[src/rtl/ls_sched.sv]
// Load/store queue scheduler: in-order issue of loads and committed stores to a
// single-outstanding memory port, with mispredict flush and load-result broadcast.
module ls_sched #(
    parameter int DEPTH = 4
) (
    input  logic        clk,
    input  logic        rst,
    input  logic        rst_c,
    input  logic        rdy,
    input  logic        en_i,
    input  logic [31:0] A_i,
    input  logic [31:0] B_i,
    input  logic [31:0] Imm_i,
    input  logic [6:0]  OP_i,
    input  logic [2:0]  Funct3_i,
    input  logic [4:0]  ROB_id_i,
    output logic        full_o,
    input  logic        commit_i,
    input  logic [4:0]  commit_rob_id_i,
    output logic        st_rdy_o,
    output logic [4:0]  st_rob_id_o,
    output logic        mem_req_o,
    output logic        mem_we_o,
    output logic [31:0] mem_addr_o,
    output logic [31:0] mem_wdata_o,
    output logic [1:0]  mem_size_o,
    input  logic        mem_done_i,
    input  logic [31:0] mem_rdata_i,
    output logic        cdb_en_o,
    output logic [4:0]  cdb_id_ROB_o,
    output logic [31:0] cdb_data_o
);

    // state | meaning
    // IDLE  | no access outstanding; issue head when it is a load or a committed store
    // WAIT  | access for the head entry outstanding; memory outputs held
    // DROP  | flushed load still outstanding; absorb its completion, no pop, no CDB
    typedef enum logic [1:0] {S_IDLE, S_WAIT, S_DROP} state_t;

    localparam int PW = $clog2(DEPTH);
    localparam int CW = PW + 1;
    localparam logic [6:0]    OP_STORE = 7'b0100011;
    localparam logic [CW-1:0] FULL_TH  = CW'(DEPTH - 1);
    localparam logic [CW-1:0] CAP      = CW'(DEPTH);

    state_t          state;
    logic [31:0]     q_addr [DEPTH];
    logic [31:0]     q_data [DEPTH];
    logic [2:0]      q_f3   [DEPTH];
    logic [4:0]      q_tag  [DEPTH];
    logic [DEPTH-1:0] q_valid;
    logic [DEPTH-1:0] q_store;
    logic [DEPTH-1:0] q_cmt;
    logic [PW-1:0]   head;
    logic [PW-1:0]   tail;
    logic [CW-1:0]   count;

    logic [DEPTH-1:0] cmt_next;
    logic [CW-1:0]   ccnt;
    logic            head_ok;
    logic            do_enq;
    logic            do_pop;

    function automatic logic [31:0] load_ext(input logic [2:0] f3, input logic [31:0] raw);
        case (f3)
            3'b000:  return {{24{raw[7]}}, raw[7:0]};
            3'b001:  return {{16{raw[15]}}, raw[15:0]};
            3'b100:  return {24'h0, raw[7:0]};
            3'b101:  return {16'h0, raw[15:0]};
            default: return raw;
        endcase
    endfunction

    // Commit is folded in before the flush count so a same-cycle commit survives rst_c.
    always_comb begin
        cmt_next = q_cmt;
        ccnt     = '0;
        for (int i = 0; i < DEPTH; i++) begin
            if (commit_i && q_valid[i] && q_store[i] && (q_tag[i] == commit_rob_id_i))
                cmt_next[i] = 1'b1;
            if (q_valid[i] && cmt_next[i])
                ccnt = ccnt + CW'(1);
        end
    end

    assign head_ok = q_valid[head] && (!q_store[head] || q_cmt[head]);
    assign do_enq  = en_i && !rst_c && (count != CAP);
    assign do_pop  = (state == S_WAIT) && mem_done_i && (q_store[head] || !rst_c);
    assign full_o  = (count >= FULL_TH);

    always_ff @(posedge clk) begin
        if (rst) begin
            state        <= S_IDLE;
            head         <= '0;
            tail         <= '0;
            count        <= '0;
            q_valid      <= '0;
            q_store      <= '0;
            q_cmt        <= '0;
            st_rdy_o     <= 1'b0;
            st_rob_id_o  <= '0;
            mem_req_o    <= 1'b0;
            mem_we_o     <= 1'b0;
            mem_addr_o   <= '0;
            mem_wdata_o  <= '0;
            mem_size_o   <= '0;
            cdb_en_o     <= 1'b0;
            cdb_id_ROB_o <= '0;
            cdb_data_o   <= '0;
        end else if (rdy) begin
            st_rdy_o <= 1'b0;
            cdb_en_o <= 1'b0;
            q_cmt    <= cmt_next;

            if (rst_c) begin
                q_valid <= q_valid & cmt_next;
                tail    <= head + ccnt[PW-1:0];
                count   <= ccnt - CW'(do_pop);
            end else begin
                tail  <= tail + PW'(do_enq);
                count <= count + CW'(do_enq) - CW'(do_pop);
            end

            if (do_enq) begin
                q_addr[tail]  <= A_i + Imm_i;
                q_data[tail]  <= B_i;
                q_f3[tail]    <= Funct3_i;
                q_tag[tail]   <= ROB_id_i;
                q_store[tail] <= (OP_i == OP_STORE);
                q_valid[tail] <= 1'b1;
                q_cmt[tail]   <= 1'b0;
                if (OP_i == OP_STORE) begin
                    st_rdy_o    <= 1'b1;
                    st_rob_id_o <= ROB_id_i;
                end
            end

            if (do_pop) begin
                q_valid[head] <= 1'b0;
                q_cmt[head]   <= 1'b0;
                head          <= head + 1'b1;
            end

            case (state)
                S_IDLE: begin
                    if (head_ok && !rst_c) begin
                        state       <= S_WAIT;
                        mem_req_o   <= 1'b1;
                        mem_we_o    <= q_store[head];
                        mem_addr_o  <= q_addr[head];
                        mem_wdata_o <= q_data[head];
                        mem_size_o  <= q_f3[head][1:0];
                    end
                end
                S_WAIT: begin
                    if (mem_done_i) begin
                        state     <= S_IDLE;
                        mem_req_o <= 1'b0;
                        mem_we_o  <= 1'b0;
                        if (!q_store[head] && !rst_c) begin
                            cdb_en_o     <= 1'b1;
                            cdb_id_ROB_o <= q_tag[head];
                            cdb_data_o   <= load_ext(q_f3[head], mem_rdata_i);
                        end
                    end else if (rst_c && !q_store[head]) begin
                        state <= S_DROP;
                    end
                end
                S_DROP: begin
                    if (mem_done_i) begin
                        state     <= S_IDLE;
                        mem_req_o <= 1'b0;
                        mem_we_o  <= 1'b0;
                    end
                end
                default: state <= S_IDLE;
            endcase
        end
    end

endmodule

[config.mk]
export PLATFORM = sky130hd
export DESIGN_NAME = ls_sched
export DESIGN_NICKNAME = d
export VERILOG_FILES = /design/src/rtl/ls_sched.sv
export SDC_FILE = /design/constraint.sdc
export NUM_CORES = 1
export LEC_CHECK = 0
export CORE_MARGIN = 4
export CORE_UTILIZATION = 35
export DETAILED_ROUTE_END_ITERATION = 7
export MAX_ROUTING_LAYER = met4
export PLACE_DENSITY_LB_ADDON = 0.12
export SETUP_SLACK_MARGIN = 0.15
export SYNTH_ARGS = -nofsm -noshare
export SYNTH_HDL_FRONTEND = slang
export SYNTH_SLANG_ARGS = --single-unit
[constraint.sdc]
create_clock -name clk -period 12.9 [get_ports clk]
set_clock_uncertainty 0.15 [all_clocks]
set_input_delay 1.29 -clock clk [delete_from_list [all_inputs] [get_ports clk]]
set_output_delay 1.29 -clock clk [all_outputs]
set_load 0.05 [all_outputs]
==> impl_metrics.xml <==
<?xml version="1.0" encoding="UTF-8"?>
<metrics>
  <group name="status">
    <metric name="run_status" unit="">finished clean</metric>
  </group>
  <group name="detailed_routing">
    <metric name="total_wirelength" unit="um">45000</metric>
    <metric name="avgRoutedWirePerCell" unit="um">19.8</metric>
    <metric name="drc" unit="">0</metric>
    <metric name="antenna_violating_nets_post_route" unit="">0</metric>
    <metric name="detailedRoute.firstPassIterationCount" unit="">5</metric>
    <metric name="drt_iter0_drc" unit="">479</metric>
    <metric name="avg_vias_per_cell" unit="">5.02</metric>
    <metric name="detailroute.via_count" unit="">11448</metric>
  </group>
  <group name="flow_run">
    <metric name="max_cap_viol_count" unit="">0</metric>
  </group>
  <group name="pwr">
    <metric name="leakagePower" unit="nW">7.39</metric>
    <metric name="power_density" unit="nW/um2">134</metric>
    <metric name="vdd_drop_max" unit="V">0.0000920</metric>
  </group>
  <group name="sta">
    <metric name="fin_crit_sh" unit="">0.341</metric>
    <metric name="grt_setup_unrepaired" unit="">no</metric>
    <metric name="final_period_minus_worst_setup_slack" unit="ns">4.40</metric>
    <metric name="report.final.slew_viol_count" unit="">0</metric>
    <metric name="fin_ws" unit="ns">8.50</metric>
    <metric name="fin_tns_setup" unit="ns">0</metric>
    <metric name="finalSetupViolations" unit="">0</metric>
    <metric name="max_clock_freq" unit="GHz">0.227</metric>
    <metric name="hold_viol" unit="">0</metric>
    <metric name="worst-slew-pin-transition" unit="ns">1.17</metric>
    <metric name="slew_headroom" unit="">0.215</metric>
  </group>
  <group name="cts">
    <metric name="ctsResizeCount" unit="">0</metric>
    <metric name="postCtsSetupRepairBufs" unit="">0</metric>
    <metric name="cts_num_sinks" unit="">423</metric>
    <metric name="clock_tree.root_cell" unit="">sky130_fd_sc_hd__clkbuf_16</metric>
    <metric name="clock_latency" unit="ns">0.57</metric>
    <metric name="cts_made_buffers" unit="">46</metric>
    <metric name="number_of_h_tree_levels" unit="">2</metric>
    <metric name="buffer_depth_of_the_longest_clock_path" unit="">3</metric>
    <metric name="clock_tree_from_tritoncts" unit="">built</metric>
    <metric name="cts.hold.buffers_added" unit="">0</metric>
    <metric name="cts.reportedPaths.clkPinSlew" unit="ns">0.06</metric>
  </group>
  <group name="grt">
    <metric name="via_count_of_the_first_global_routing_pass" unit="">11914</metric>
    <metric name="overflow" unit="">0</metric>
    <metric name="grt_first_pass_wirelength" unit="um">69000</metric>
    <metric name="grt_start_max_net_pins" unit="">73</metric>
    <metric name="grt_antenna_before_repair" unit="">2</metric>
    <metric name="groute.usage.overall" unit="">0.170</metric>
  </group>
  <group name="critical_path">
    <metric name="largest_fanout_on_the_critical_path" unit="">4</metric>
    <metric name="worst-setup-path-type" unit="">input pin to register</metric>
    <metric name="timing.critical_path.from_type" unit="">input pin</metric>
    <metric name="cp.required" unit="ns">13.22</metric>
    <metric name="timing.critical_path.arrival" unit="ns">4.73</metric>
    <metric name="timing.critical_path.to_type" unit="">register</metric>
  </group>
  <group name="synth">
    <metric name="async_reset_ff_frac" unit="">0</metric>
    <metric name="synth-seq-area-share" unit="">0.644</metric>
    <metric name="synth_cell_type_count" unit="">57</metric>
    <metric name="ys_dominant_reg_cell" unit="">sky130_fd_sc_hd__edfxtp_1</metric>
    <metric name="netlist_area_before_placement" unit="um2">17600</metric>
    <metric name="synth_nets" unit="">1521</metric>
    <metric name="number_of_synthesized_register_bits" unit="">423</metric>
    <metric name="post_synth_edffs" unit="">288</metric>
    <metric name="synth.yosys.warnings" unit="">0</metric>
    <metric name="syn_avg_cell_area" unit="um2">13.4</metric>
    <metric name="post_synth_inst_count" unit="">1315</metric>
  </group>
  <group name="floorplanning">
    <metric name="core" unit="um2">49400</metric>
    <metric name="initial_utilization" unit="">0.357</metric>
    <metric name="io_pins" unit="">268</metric>
    <metric name="die_height" unit="um">232</metric>
    <metric name="die_x" unit="um">232</metric>
    <metric name="number_of_rows_in_the_core_area" unit="">81</metric>
    <metric name="die_area" unit="um2">54000</metric>
  </group>
  <group name="final_layout">
    <metric name="area_growth_syn_to_layout" unit="%">28.1</metric>
    <metric name="num-nets-final" unit="">1784</metric>
    <metric name="drive_gt1_frac" unit="">0.108</metric>
    <metric name="layout.cell_area.non_filler" unit="um2">22600</metric>
    <metric name="utilization" unit="">0.457</metric>
    <metric name="fillers" unit="">4526</metric>
  </group>
  <group name="hold_path">
    <metric name="worstHoldPathType" unit="">register to register</metric>
  </group>
  <group name="placed_design">
    <metric name="preCtsSetupSlack" unit="ns">7.94</metric>
    <metric name="finalWeightedCongestion" unit="">0.836</metric>
    <metric name="portBuffers" unit="">267</metric>
    <metric name="placement.cell_area" unit="um2">21000</metric>
    <metric name="dp.final_hpwl" unit="um">28900</metric>
  </group>
</metrics>
-- stage by stage --
stage	power [W]	hold WS, ns	cells
global placement	0.00173	0.292	2194
global route	0.00315	0.327	2280
CTS	0.00307	0.305	2278
detailed placement	0.00173	0.298	2194
floorplan	0.00163	0.298	1315
finish	0.00302	0.302	2280
-- where the power goes --
group          switching (W)  internal, W
clock network       0.000533     0.000790
logic               0.000118    0.0000960
registers         0.00000514      0.00148
-- Yosys cell counts, types with 8 or more instances --
master	count	area share
sky130_fd_sc_hd__ha_1	49	0.035
sky130_fd_sc_hd__xor2_1	19	0.0094
sky130_fd_sc_hd__a21oi_1	118	0.034
sky130_fd_sc_hd__clkbuf_1	53	0.011
sky130_fd_sc_hd__o21ai_0	18	0.0051
sky130_fd_sc_hd__nor3_1	8	0.0023
sky130_fd_sc_hd__nor2_1	79	0.017
sky130_fd_sc_hd__edfxtp_1	288	0.49
sky130_fd_sc_hd__nand4_1	10	0.0036
sky130_fd_sc_hd__nand3_1	12	0.0034
sky130_fd_sc_hd__o21bai_1	10	0.0043
sky130_fd_sc_hd__dfxtp_1	135	0.15
sky130_fd_sc_hd__buf_1	10	0.0021
sky130_fd_sc_hd__mux4_2	74	0.095
sky130_fd_sc_hd__mux2i_1	10	0.0057
sky130_fd_sc_hd__nand2_1	228	0.049
sky130_fd_sc_hd__a21o_1	10	0.0043
sky130_fd_sc_hd__a211oi_1	33	0.014
sky130_fd_sc_hd__inv_1	29	0.0062
sky130_fd_sc_hd__xnor2_1	37	0.018
-- worst max-delay path, stage by stage --
cell	delay (ns)
sky130_fd_sc_hd__clkdlybuf4s50_1	0.51
sky130_fd_sc_hd__xor2_1	0.21
sky130_fd_sc_hd__nor4_1	0.35
sky130_fd_sc_hd__a31oi_1	0.18
sky130_fd_sc_hd__nand2b_1	0.19
sky130_fd_sc_hd__ha_1	0.31
sky130_fd_sc_hd__xor2_1	0.24
sky130_fd_sc_hd__inv_1	0.07
sky130_fd_sc_hd__ha_1	0.30
sky130_fd_sc_hd__mux2i_1	0.24
sky130_fd_sc_hd__ha_1	0.21
sky130_fd_sc_hd__xor2_1	0.16
sky130_fd_sc_hd__xor2_1	0.09
sky130_fd_sc_hd__a211o_1	0.29
sky130_fd_sc_hd__o31ai_1	0.06
-- final cells by class --
class	instances	area (um2)	area share
Antenna cell	2	5.00	0.000222
Inverter	31	116	0.00516
Tap cell	664	831	0.0368
Clock inverter	21	233	0.0103
Timing Repair Buffer	282	2780	0.123
Clock buffer	63	1300	0.0576
Sequential cell	423	11400	0.503
Multi-Input combinational cell	794	5940	0.263
-- sequential cells by signal (all words and copies together) (netlist names), named ones only --
signal        cells
state             2
mem_addr_o       32
q_tag            20
q_cmt             4
q_store           4
cdb_id_ROB_o      5
q_data          128
mem_wdata_o      32
st_rdy_o          1
mem_req_o         1
q_addr          128
count             3
st_rob_id_o       5
mem_we_o          1
tail              2
q_f3             12
mem_size_o        2
cdb_data_o       32
head              2
q_valid           4
cdb_en_o          1
-- path summary, 6_finish.rpt --
kind	to	slack, ns	startpoint	cells after the start
setup / recovery	count[2]	8.50	commit_rob_id_i[0]	15
hold / removal	mem_wdata_o[22]	0.30	mem_wdata_o[22]	2
setup reg to reg	count[2]	9.08	head[0]	11
hold reg to reg	mem_wdata_o[22]	0.30	mem_wdata_o[22]	2
-- layer usage --
layer	GRT usage	up-vias	routed length (um)
met2	0.292	246	23000
met3	0.0297	72	1920
met5	-	-	0
met4	0.0456	0	1070
met1	0.208	5730	19100
li1	-	5400	-
-- kinds of logic after synthesis --
logic type	synth area share
AOI/OAI and AO/OA	0.0808
xor gates and xnor gates	0.0278
adders and majority gates	0.0371
buffers and inverters	0.0212
DFF	0.644
muxes	0.100
and+or+nand+nor	0.0884
-- placed cells by master, fill, tap and decap left out, types with 3 or more instances in the layout --
| cell | Yosys | layout |
|---|---|---|
| sky130_fd_sc_hd__xnor2_1 | 37 | 37 |
| sky130_fd_sc_hd__o21bai_1 | 10 | 10 |
| sky130_fd_sc_hd__bufinv_16 | 0 | 4 |
| sky130_fd_sc_hd__o21a_1 | 5 | 5 |
| sky130_fd_sc_hd__dfxtp_1 | 135 | 133 |
| sky130_fd_sc_hd__clkdlybuf4s50_1 | 0 | 266 |
| sky130_fd_sc_hd__a31oi_1 | 6 | 6 |
| sky130_fd_sc_hd__a211o_1 | 3 | 3 |
| sky130_fd_sc_hd__a21oi_1 | 118 | 118 |
| sky130_fd_sc_hd__nand4_1 | 10 | 10 |
| sky130_fd_sc_hd__a21o_1 | 10 | 10 |
| sky130_fd_sc_hd__nor2b_1 | 3 | 3 |
| sky130_fd_sc_hd__inv_1 | 29 | 29 |
| sky130_fd_sc_hd__mux2i_1 | 10 | 10 |
| sky130_fd_sc_hd__o211ai_1 | 3 | 3 |
| sky130_fd_sc_hd__clkinv_1 | 2 | 5 |
| sky130_fd_sc_hd__xor2_1 | 19 | 19 |
| sky130_fd_sc_hd__clkinv_4 | 0 | 4 |
| sky130_fd_sc_hd__o21ai_0 | 18 | 18 |
| sky130_fd_sc_hd__o31ai_1 | 4 | 4 |
| sky130_fd_sc_hd__nor3_1 | 8 | 8 |
| sky130_fd_sc_hd__clkbuf_16 | 0 | 49 |
| sky130_fd_sc_hd__clkinv_2 | 0 | 6 |
| sky130_fd_sc_hd__mux4_2 | 74 | 74 |
| sky130_fd_sc_hd__a32oi_1 | 6 | 6 |
| sky130_fd_sc_hd__nand3_1 | 12 | 11 |
| sky130_fd_sc_hd__nor2_1 | 79 | 76 |
| sky130_fd_sc_hd__or3_1 | 3 | 3 |
| sky130_fd_sc_hd__buf_4 | 0 | 16 |
| sky130_fd_sc_hd__a211oi_1 | 33 | 33 |
| sky130_fd_sc_hd__nand2b_1 | 6 | 6 |
| sky130_fd_sc_hd__nand2_1 | 228 | 228 |
| sky130_fd_sc_hd__edfxtp_1 | 288 | 288 |
| sky130_fd_sc_hd__clkbuf_1 | 53 | 12 |
| sky130_fd_sc_hd__and3_1 | 7 | 6 |
| sky130_fd_sc_hd__ha_1 | 49 | 49 |
No activity file was read; power rests on OpenSTA's default activity.
